[src/rtl/cpu_thread_sched_if.sv]
// Scheduler <-> CPU bundle: ready events, yield requests, and the per-thread
// state-memory controls (thread_num/load_en/save_en) plus run gating.
// master: CPU / event side. slave: the scheduler.
interface cpu_thread_sched_if #(
    parameter int unsigned N_THREADS = 4
);
    localparam int N_THREADS_MSB = $clog2(N_THREADS) - 1;

    logic [N_THREADS-1:0]   thread_ready_set;
    logic                   yield;
    logic                   yield_sleep;
    logic [N_THREADS_MSB:0] thread_num;
    logic                   load_en;
    logic                   save_en;
    logic                   run;
    logic [N_THREADS-1:0]   ready_mask;
    logic                   idle;

    modport master (
        output thread_ready_set, yield, yield_sleep,
        input  thread_num, load_en, save_en, run, ready_mask, idle
    );

    modport slave (
        input  thread_ready_set, yield, yield_sleep,
        output thread_num, load_en, save_en, run, ready_mask, idle
    );
endinterface

[src/rtl/cpu_thread_sched.sv]
// Round-robin hardware-thread scheduler for the sha512crypt CPU.
// Sequences context switches as RUN -> SAVE (outgoing) -> LOAD (incoming) -> RUN.
// Optional feature: define THREAD_SCHED_QUANTUM_EN to preempt a thread after
// QUANTUM run cycles; without it a thread keeps the CPU until it yields.
module cpu_thread_sched #(
    parameter int unsigned N_THREADS = 4
`ifdef THREAD_SCHED_QUANTUM_EN
    ,
    parameter int unsigned QUANTUM   = 64
`endif
) (
    input  logic                  CLK,
    input  logic                  RESET_N,
    cpu_thread_sched_if.slave     bus
);
    localparam int N_THREADS_MSB = $clog2(N_THREADS) - 1;
`ifdef THREAD_SCHED_QUANTUM_EN
    localparam int QUANTUM_MSB   = $clog2(QUANTUM) - 1;
`endif

    typedef enum logic [1:0] {StIdle, StLoad, StRun, StSave} state_e;

    state_e                 state_q;
    logic [N_THREADS_MSB:0] thread_num_q;
    logic [N_THREADS_MSB:0] rr_last_q;
    logic [N_THREADS-1:0]   ready_q;
    logic [N_THREADS-1:0]   ready_d;
    logic [N_THREADS-1:0]   clr_mask;
    logic [N_THREADS_MSB:0] sel;
`ifdef THREAD_SCHED_QUANTUM_EN
    logic [QUANTUM_MSB:0]   qcnt_q;
`endif

    // First set bit of mask, scanning upward from last+1 and wrapping.
    function automatic logic [N_THREADS_MSB:0] rr_pick(
        input logic [N_THREADS-1:0]   mask,
        input logic [N_THREADS_MSB:0] last
    );
        logic [N_THREADS_MSB:0] pick;
        logic                   found;
        int unsigned            idx;
        pick  = last;
        found = 1'b0;
        for (int unsigned i = 1; i <= N_THREADS; i++) begin
            idx = (32'(last) + i) % N_THREADS;
            if (!found && mask[idx]) begin
                pick  = idx[N_THREADS_MSB:0];
                found = 1'b1;
            end
        end
        return pick;
    endfunction

    // Ready-bit update (set beats sleep-clear) and round-robin pick from the registered mask.
    always_comb begin
        clr_mask = '0;
        if (state_q == StRun && bus.yield && bus.yield_sleep) begin
            clr_mask[thread_num_q] = 1'b1;
        end
        ready_d = (ready_q & ~clr_mask) | bus.thread_ready_set;
        sel     = rr_pick(ready_q, rr_last_q);
    end

    // Scheduler FSM with ready mask, owner and optional quantum counter.
    always_ff @(posedge CLK) begin
        if (!RESET_N) begin
            state_q      <= StIdle;
            thread_num_q <= '0;
            rr_last_q    <= (N_THREADS_MSB + 1)'(N_THREADS - 1);
            ready_q      <= '0;
`ifdef THREAD_SCHED_QUANTUM_EN
            qcnt_q       <= '0;
`endif
        end else begin
            ready_q <= ready_d;
            unique case (state_q)
                StIdle: begin
                    if (|ready_q) begin
                        thread_num_q <= sel;
                        rr_last_q    <= sel;
                        state_q      <= StLoad;
                    end
                end
                StLoad: begin
                    state_q <= StRun;
`ifdef THREAD_SCHED_QUANTUM_EN
                    qcnt_q  <= '0;
`endif
                end
                StRun: begin
                    if (bus.yield) begin
                        state_q <= StSave;
`ifdef THREAD_SCHED_QUANTUM_EN
                    end else if (qcnt_q == (QUANTUM_MSB + 1)'(QUANTUM - 1)) begin
                        state_q <= StSave;
                    end else begin
                        qcnt_q  <= qcnt_q + 1'b1;
`endif
                    end
                end
                StSave: begin
                    // ready_q already reflects the sleep clear applied on leaving RUN.
                    if (|ready_q) begin
                        thread_num_q <= sel;
                        rr_last_q    <= sel;
                        state_q      <= StLoad;
                    end else begin
                        state_q      <= StIdle;
                    end
                end
                default: state_q <= StIdle;
            endcase
        end
    end

    assign bus.thread_num = thread_num_q;
    assign bus.load_en    = (state_q == StLoad);
    assign bus.save_en    = (state_q == StSave);
    assign bus.run        = (state_q == StRun);
    assign bus.ready_mask = ready_q;
    assign bus.idle       = (state_q == StIdle) && (ready_q == '0);
endmodule
[src/flat_wrapper.sv]
// flat-port wrapper written by rule: the top's interface ports become plain ports
module cpu_thread_sched_flat 
#(
    parameter int unsigned N_THREADS = 4

)
  (CLK, RESET_N, bus_thread_ready_set, bus_yield, bus_yield_sleep, bus_thread_num, bus_load_en, bus_save_en, bus_run, bus_ready_mask, bus_idle);
  cpu_thread_sched_if #(.N_THREADS(N_THREADS)) bus_i ();
  input  logic CLK;
  input  logic RESET_N;
  input wire logic [$bits(bus_i.thread_ready_set)-1:0] bus_thread_ready_set;
  input wire logic [$bits(bus_i.yield)-1:0] bus_yield;
  input wire logic [$bits(bus_i.yield_sleep)-1:0] bus_yield_sleep;
  output wire logic [$bits(bus_i.thread_num)-1:0] bus_thread_num;
  output wire logic [$bits(bus_i.load_en)-1:0] bus_load_en;
  output wire logic [$bits(bus_i.save_en)-1:0] bus_save_en;
  output wire logic [$bits(bus_i.run)-1:0] bus_run;
  output wire logic [$bits(bus_i.ready_mask)-1:0] bus_ready_mask;
  output wire logic [$bits(bus_i.idle)-1:0] bus_idle;
  assign bus_i.thread_ready_set = bus_thread_ready_set;
  assign bus_i.yield = bus_yield;
  assign bus_i.yield_sleep = bus_yield_sleep;
  assign bus_thread_num = bus_i.thread_num;
  assign bus_load_en = bus_i.load_en;
  assign bus_save_en = bus_i.save_en;
  assign bus_run = bus_i.run;
  assign bus_ready_mask = bus_i.ready_mask;
  assign bus_idle = bus_i.idle;
  cpu_thread_sched #(.N_THREADS(N_THREADS)) u_core (.CLK(CLK), .RESET_N(RESET_N), .bus(bus_i));
endmodule
[config.mk]
export PLATFORM = sky130hd
export DESIGN_NAME = cpu_thread_sched_flat
export DESIGN_NICKNAME = d
export VERILOG_FILES = /design/src/rtl/cpu_thread_sched_if.sv /design/src/rtl/cpu_thread_sched.sv /design/src/flat_wrapper.sv
export SDC_FILE = /design/constraint.sdc
export NUM_CORES = 1
export LEC_CHECK = 0
export CAP_MARGIN = 40
export CORE_MARGIN = 4
export CORE_UTILIZATION = 35
export DETAILED_ROUTE_END_ITERATION = 7
export PLACE_DENSITY_LB_ADDON = 0.15
export REMOVE_ABC_BUFFERS = 1
export SLEW_MARGIN = 40
export SYNTH_ARGS = -nofsm -noshare
export SYNTH_HDL_FRONTEND = slang
export SYNTH_SLANG_ARGS = --single-unit
[constraint.sdc]
create_clock -name CLK -period 1.44 [get_ports CLK]
set_input_delay 0.288 -clock CLK [delete_from_list [all_inputs] [get_ports CLK]]
set_output_delay 0.288 -clock CLK [all_outputs]
set_load 0.01 [all_outputs]
==> impl_metrics.csv, run 1 <==
group,metric,value,unit
route,drt_wl_total,1780,µm
placement,port_buffers,17,
route,wl_per_cell,12.9,µm
floorplan,rows,15,
cts,cts_max_path_buffers,2,
route,drc,0,
route,vias,677,
timing,finClkSkew,6.07,ps
setup_path,startpoint_type,"flip-flop",
grt,grt_max_degree,11,
layout,final_cell_mix,"14 x buf_4, 7 x nor2b_1, 7 x clkdlybuf4s50_1",
power,internal_power,0.00107,W
timing,slew_violations,0,
synth,ys_seq_elements,10,
synth,synthAdderAreaFrac,8.99,%
setup_path,crit_required,1150,ps
layout,drive_above_1_share,33.6,%
power,leakagePower,0.441,nW
synth,netlist_area,696,µm²
floorplan,die_y,52.6,µm
setup_path,crit_type,"reg -> out",
power,combinationalPowerShare,57.6,%
synth,synth-seq-area-share,28.8,%
worst_hold_path,worst_hold_startpoint,"u_core.state_q[1]",
floorplan,start_util,38.6,%
placement,hpwlAfterDp,1250,µm
cts,postCtsHoldBufs,0,
placement,dp_cells,132,
floorplan,die-width,52.6,µm
synth,synth_compound_area_share,23.7,%
timing,layout_setup_ws,-2.96,ps
timing,rsz0062_at_grt,"yes",
timing,finalHoldViolCount,0,
setup_path,startpoint,"u_core.bus.ready_mask[0]",
setup_path,cp_data_arrival_time,1150,ps
layout,antenna_cells,0,
cts,clk_latency,270,ps
power,pwr_density_cell,1750,mW/mm²
layout,final_common_cell,"buf_4",
power,max-vdd-ir-drop,1.11,mV
synth,synth_xor_area_share,0,%
synth,avgSynthCellArea,8.48,µm²
setup_path,crit_fanout,2,
synth,synth-main-ff-cell,"dfxtp_1",
timing,fin_crit,1440,ps
grt,grt_usage,14.9,%
timing,setup_violations,1,
timing,max-slew-margin-rel,76.4,%
cts,numCtsBuffers,3,
synth,synth.area.mux_share,2.88,%
synth,synth_area_leader_cell,"dfxtp_1",
worst_hold_path,hold_class,"reg -> reg",
synth,synth_top_family_by_area,"simple AND/OR/NAND/NOR gates",
route,first_pass_iters,4,
layout,instances_no_fill,138,
layout,syn_to_final_growth,44.6,%
grt,grt_pass1_wl,3000,µm
synth,ys_types,31,
timing,fmax,693,MHz
cts,htreeDepth,1,
run_status,outcome,"finished with violations",
setup_path,endpoint_kind,"output pin",
timing,timing_worst_slew_pin_value,353,ps
placement,place_congestion,0.799,
cts,cts_tree,"built",
synth,synth-simple-area-share,25.4,%
cts,path_clk_slew,70,ps
floorplan,pin_count,18,
power,clock_power_share,14.7,%
grt,antenna_found_initial,0,
layout,nets,127,
cts,cts_sinks,10,
synth,ys_async_sr_fraction,0,%
power,p_sw,0.000685,W
synth,synthTopCellsByArea,"dfxtp_1 29%, ha_1 9.0%, nor2b_1 6.3%",
setup_path,timing.rr.start,"u_core.bus.ready_mask[2]",
floorplan,core,0.00180,mm²
route,drt_iter0_drc,11,
synth,synth_top_area_share,28.8,%
grt,first_global_vias,652,
cts,cts-root-buf,"clkbuf_4",
route,viasPerCell,4.91,
synth,synth_edf_count,0,
timing,min_period_over_period,100,%
run,drv_cap,0,
route,drtAntennaViolNets,0,
layout,num-fill-cells,179,
timing,fin_hold_ws,570,ps
grt,grt-ovfl-total,0,
run_status,violations,"setup timing",
floorplan,fp.dieArea,0.00276,mm²
synth,ys_warn_count,0,
power,swShare,39.0,%
power,pwr-share-seq,27.7,%
synth,netlist_instances,82,
[layer usage]
layer / vias to the layer above / track usage (%) / share of wire [%]
met5: - / 0 / 0
met2: 18 / 23.1 / 46
met4: 0 / 6.38 / 0.95
met3: 4 / 3.42 / 4.4
met1: 301 / 19.6 / 48
li1: 354 / - / -
[power by group through the flow]
stage                     Clock, W  Combinational [W]  Sequential, W
after floorplan                  0           0.000435       0.000508
after global placement           0           0.000939       0.000477
after detailed placement         0           0.000946       0.000475
after CTS                 0.000267           0.000942       0.000478
after global routing      0.000278            0.00113       0.000505
final                     0.000258            0.00101       0.000486
[worst max-delay path: stages, from the launching register on]
cell	delay, ps
dfxtp_1	340
nor4_4	270
and2_1	150
buf_2	120
[registers in the layout, summed over array words and instances (netlist names)]
register and flops:
u_core.bus.thread_num 2, u_core.rr_last_q 2, u_core.bus.ready_mask 4, u_core.state_q 2
[final cells by class]
class | instances | area (µm²) | share of cell area (%)
Clock buffer | 4 | 36.3 | 3.61
Multi-Input combinational cell | 61 | 443 | 44.0
Tap cell | 25 | 31.3 | 3.11
Timing Repair Buffer | 32 | 265 | 26.4
Inverter | 6 | 22.5 | 2.24
Sequential cell | 10 | 208 | 20.6
[through the flow]
step	instance area (µm²)	util, %	setup TNS [ps]	setup WS [ps]	total power, W
2_1_floorplan	647	-	0	0.283	0.000942
3_3_place_gp	946	52.5	-371	-120	0.00142
3_5_place_dp	946	52.5	-451	-153	0.00142
4_1_cts	982	54.5	-120	-120	0.00169
5_1_grt	1010	55.8	-92.6	-67.4	0.00191
6_report	1010	55.8	-2.96	-2.96	0.00176
[cells in the mapped netlist (3+ instances only)]
cell     instances
a31oi_1          4
o21ai_0          5
nor2b_1          7
dfxtp_1         10
nor2_1           7
o21a_1           3
ha_1             5
a21oi_1          6
inv_1            6
[kinds of logic after synthesis]
logic type,after synthesis
compound gates,26
buf+inv,11
flops,10
fa+ha+maj,5
simple gates,28
mux,2
[worst paths after layout]
kind | slack (ps) | endpoint | cells after the start
setup / recovery | -3 | bus_idle | 3
hold / removal | 570 | u_core.state_q[1] | 2
setup reg to reg | 40 | u_core.rr_last_q[0] | 5
hold reg to reg | 570 | u_core.state_q[1] | 2
[what timing repair did]
action,in CTS,in global routing
cloned,0,0
endpoints found under the setup margin,15,11
buffers inserted,0,2
gates resized for setup,28,9
pin swaps,0,2
No activity file was read; power rests on OpenSTA's default activity.
==> inputs of run 2 (changes only) <==
CORE_UTILIZATION = 42   (was 35)
MAX_ROUTING_LAYER = met4   (was default)
==> run 2 against run 1 <==
The run now ends clean; largest cell class unchanged; non-clock buffer count grew 1; hold slack gained 27 ps; critical path type unchanged; highest routed layer unchanged; first-iteration DRC count is 9.1% higher; cell count decreased by 5.8%; critical path depth unchanged; sequential cell count stayed put; register-to-register slack is essentially flat; combinational power rose by 6%; clock-buffer cell count stayed put.
==> impl_metrics.csv, run 2 (same netlist as run 1, synthesis figures left out) <==
group,metric,value,unit
floorplan,rows,14,
layout,seq_area,209,µm²
floorplan,die_y,48.7,µm
cts,htreeDepth,1,
floorplan,start_util,45.1,%
grt,antenna_found_initial,0,
setup_path,r2r_slack,40,ps
setup_path,timing.rr.start,"u_core.bus.ready_mask[2]",
grt,grt_pass1_wl,2750,µm
setup_path,crit_type,"reg -> out",
grt,grt_usage,14.6,%
route,drtAntennaViolNets,0,
cts,cts-root-buf,"clkbuf_4",
cts,cts_tree,"built",
layout,multiInputGateArea,467,µm²
power,pwr_density_cell,1780,mW/mm²
timing,min_period_over_period,99.7,%
route,wl_per_cell,12.9,µm
route,first_pass_iters,4,
setup_path,cp_data_arrival_time,1150,ps
setup_path,reg2reg_to,"u_core.rr_last_q[0]",
power,pwr-share-seq,26.8,%
floorplan,core,0.00154,mm²
setup_path,crit_fanout,2,
placement,place_congestion,0.817,
timing,fmax,696,MHz
grt,first_global_vias,626,
floorplan,pin_count,18,
grt,grt-ovfl-total,0,
floorplan,die-width,48.7,µm
worst_hold_path,worstHoldEndpoint,"u_core.bus.thread_num[1]",
setup_path,cpPeakStageDelay,340,ps
placement,port_buffers,17,
cts,path_clk_slew,70,ps
setup_path,reg2reg_depth,5,
setup_path,endpoint_kind,"output pin",
power,clock_power_share,14.4,%
power,leakagePower,0.451,nW
power,swShare,39.3,%
timing,slew_violations,0,
layout,final_common_cell,"buf_4",
placement,hpwlAfterDp,1230,µm
run_status,outcome,"complete, no violations",
timing,rsz0062_at_grt,"yes",
timing,finClkSkew,1.91,ps
route,viasPerCell,5.36,
power,p_sw,0.000713,W
layout,drive_above_1_share,36.8,%
setup_path,cp_slowest_cell,"dfxtp_2",
setup_path,critical_path.cell_chain,"nor4_4, and2_1, buf_2",
layout,num-fill-cells,131,
placement,dp_cells,124,
setup_path,crit_required,1150,ps
timing,fin_hold_ws,598,ps
layout,antenna_cells,0,
worst_hold_path,hold_path_depth,2,
cts,clk_latency,270,ps
layout,nets,128,
layout,instances_no_fill,130,
cts,cts_sinks,10,
grt,grt_max_degree,11,
layout,syn_to_final_growth,46.2,%
power,max-vdd-ir-drop,1.21,mV
layout,final_cell_mix,"16 x buf_4, 7 x clkdlybuf4s50_1, 7 x dfxtp_2",
timing,setup_violations,0,
route,drt_wl_total,1680,µm
timing,max-slew-margin-rel,77.0,%
timing,finalHoldViolCount,0,
timing,timing_worst_slew_pin_value,344,ps
power,combinationalPowerShare,58.8,%
route,vias,697,
run,drv_cap,0,
route,drc,0,
worst_hold_path,worst_hold_startpoint,"u_core.bus.thread_num[1]",
cts,numCtsBuffers,3,
layout,largest_register_ffs,4,
setup_path,startpoint_type,"flip-flop",
worst_hold_path,hold_class,"reg -> reg",
route,drt_iter0_drc,12,
cts,cts_max_path_buffers,2,
cts,postCtsHoldBufs,0,
timing,fin_crit,1440,ps
power,internal_power,0.00110,W
floorplan,fp.dieArea,0.00237,mm²
[run 2: area by class of cell]
type,instances,share of cell area [%]
timing repair buffer,33,25.8
multi-input combinational,61,45.9
tap,16,1.97
inverter,6,2.21
sequential,10,20.5
clock buffer,4,3.57
[run 2: power by group through the flow]
| stage | logic (W) | clock network (W) | registers, W |
|---|---|---|---|
| floorplan | 0.000435 | 0 | 0.000508 |
| detailed placement | 0.000966 | 0 | 0.000472 |
| global route | 0.00118 | 0.000283 | 0.000499 |
| global placement | 0.000941 | 0 | 0.000475 |
| finish | 0.00107 | 0.000261 | 0.000485 |
| CTS | 0.000944 | 0.000265 | 0.000470 |
[run 2: per-stage QoR]
| stage | instance area, µm² | setup WS (ps) | util (%) | setup TNS (ps) | total power, W |
|---|---|---|---|---|---|
| after floorplan | 647 | 0.283 | - | 0 | 0.000942 |
| after global placement | 942 | -129 | 61.1 | -272 | 0.00142 |
| after detailed placement | 942 | -152 | 61.1 | -419 | 0.00144 |
| after CTS | 975 | -113 | 63.2 | -113 | 0.00168 |
| after global routing | 1020 | -78.1 | 66.0 | -118 | 0.00196 |
| final | 1020 | 4.05 | 66.0 | 0 | 0.00181 |
[run 2: metal layers]
layer,routed length [µm],part of all wire [%],track usage [%]
met3,80,4.8,3.07
met4,17,1.0,4.48
met1,751,45,18.1
met5,0,0,-
met2,833,50,23.7
[run 2: how the worst max path moves through the flow]
stage,start,end,cells past startpoint
4_1_cts,u_core.bus.ready_mask[1],bus_idle,3
2_1_floorplan,u_core.state_q[0],u_core.state_q[0],6
5_1_grt,u_core.bus.ready_mask[1],bus_idle,3
3_3_place_gp,u_core.bus.ready_mask[1],bus_idle,3
6_report,u_core.bus.ready_mask[1],bus_idle,3
3_5_place_dp,bus_yield,u_core.state_q[0],5
[run 2: critical path, delay by kind of cell, from the launching register on]
family,cells,cell delay (ps)
buffers and inverters,1,120
DFF,1,340
and+or+nand+nor,2,420
[run 2: timing repair]
item                       in CTS  in global routing
hold endpoints to repair        0                  0
setup endpoints to repair      12                  9
setup buffers                   1                  1
pin swaps                       0                  3
gates resized for setup        27                 15
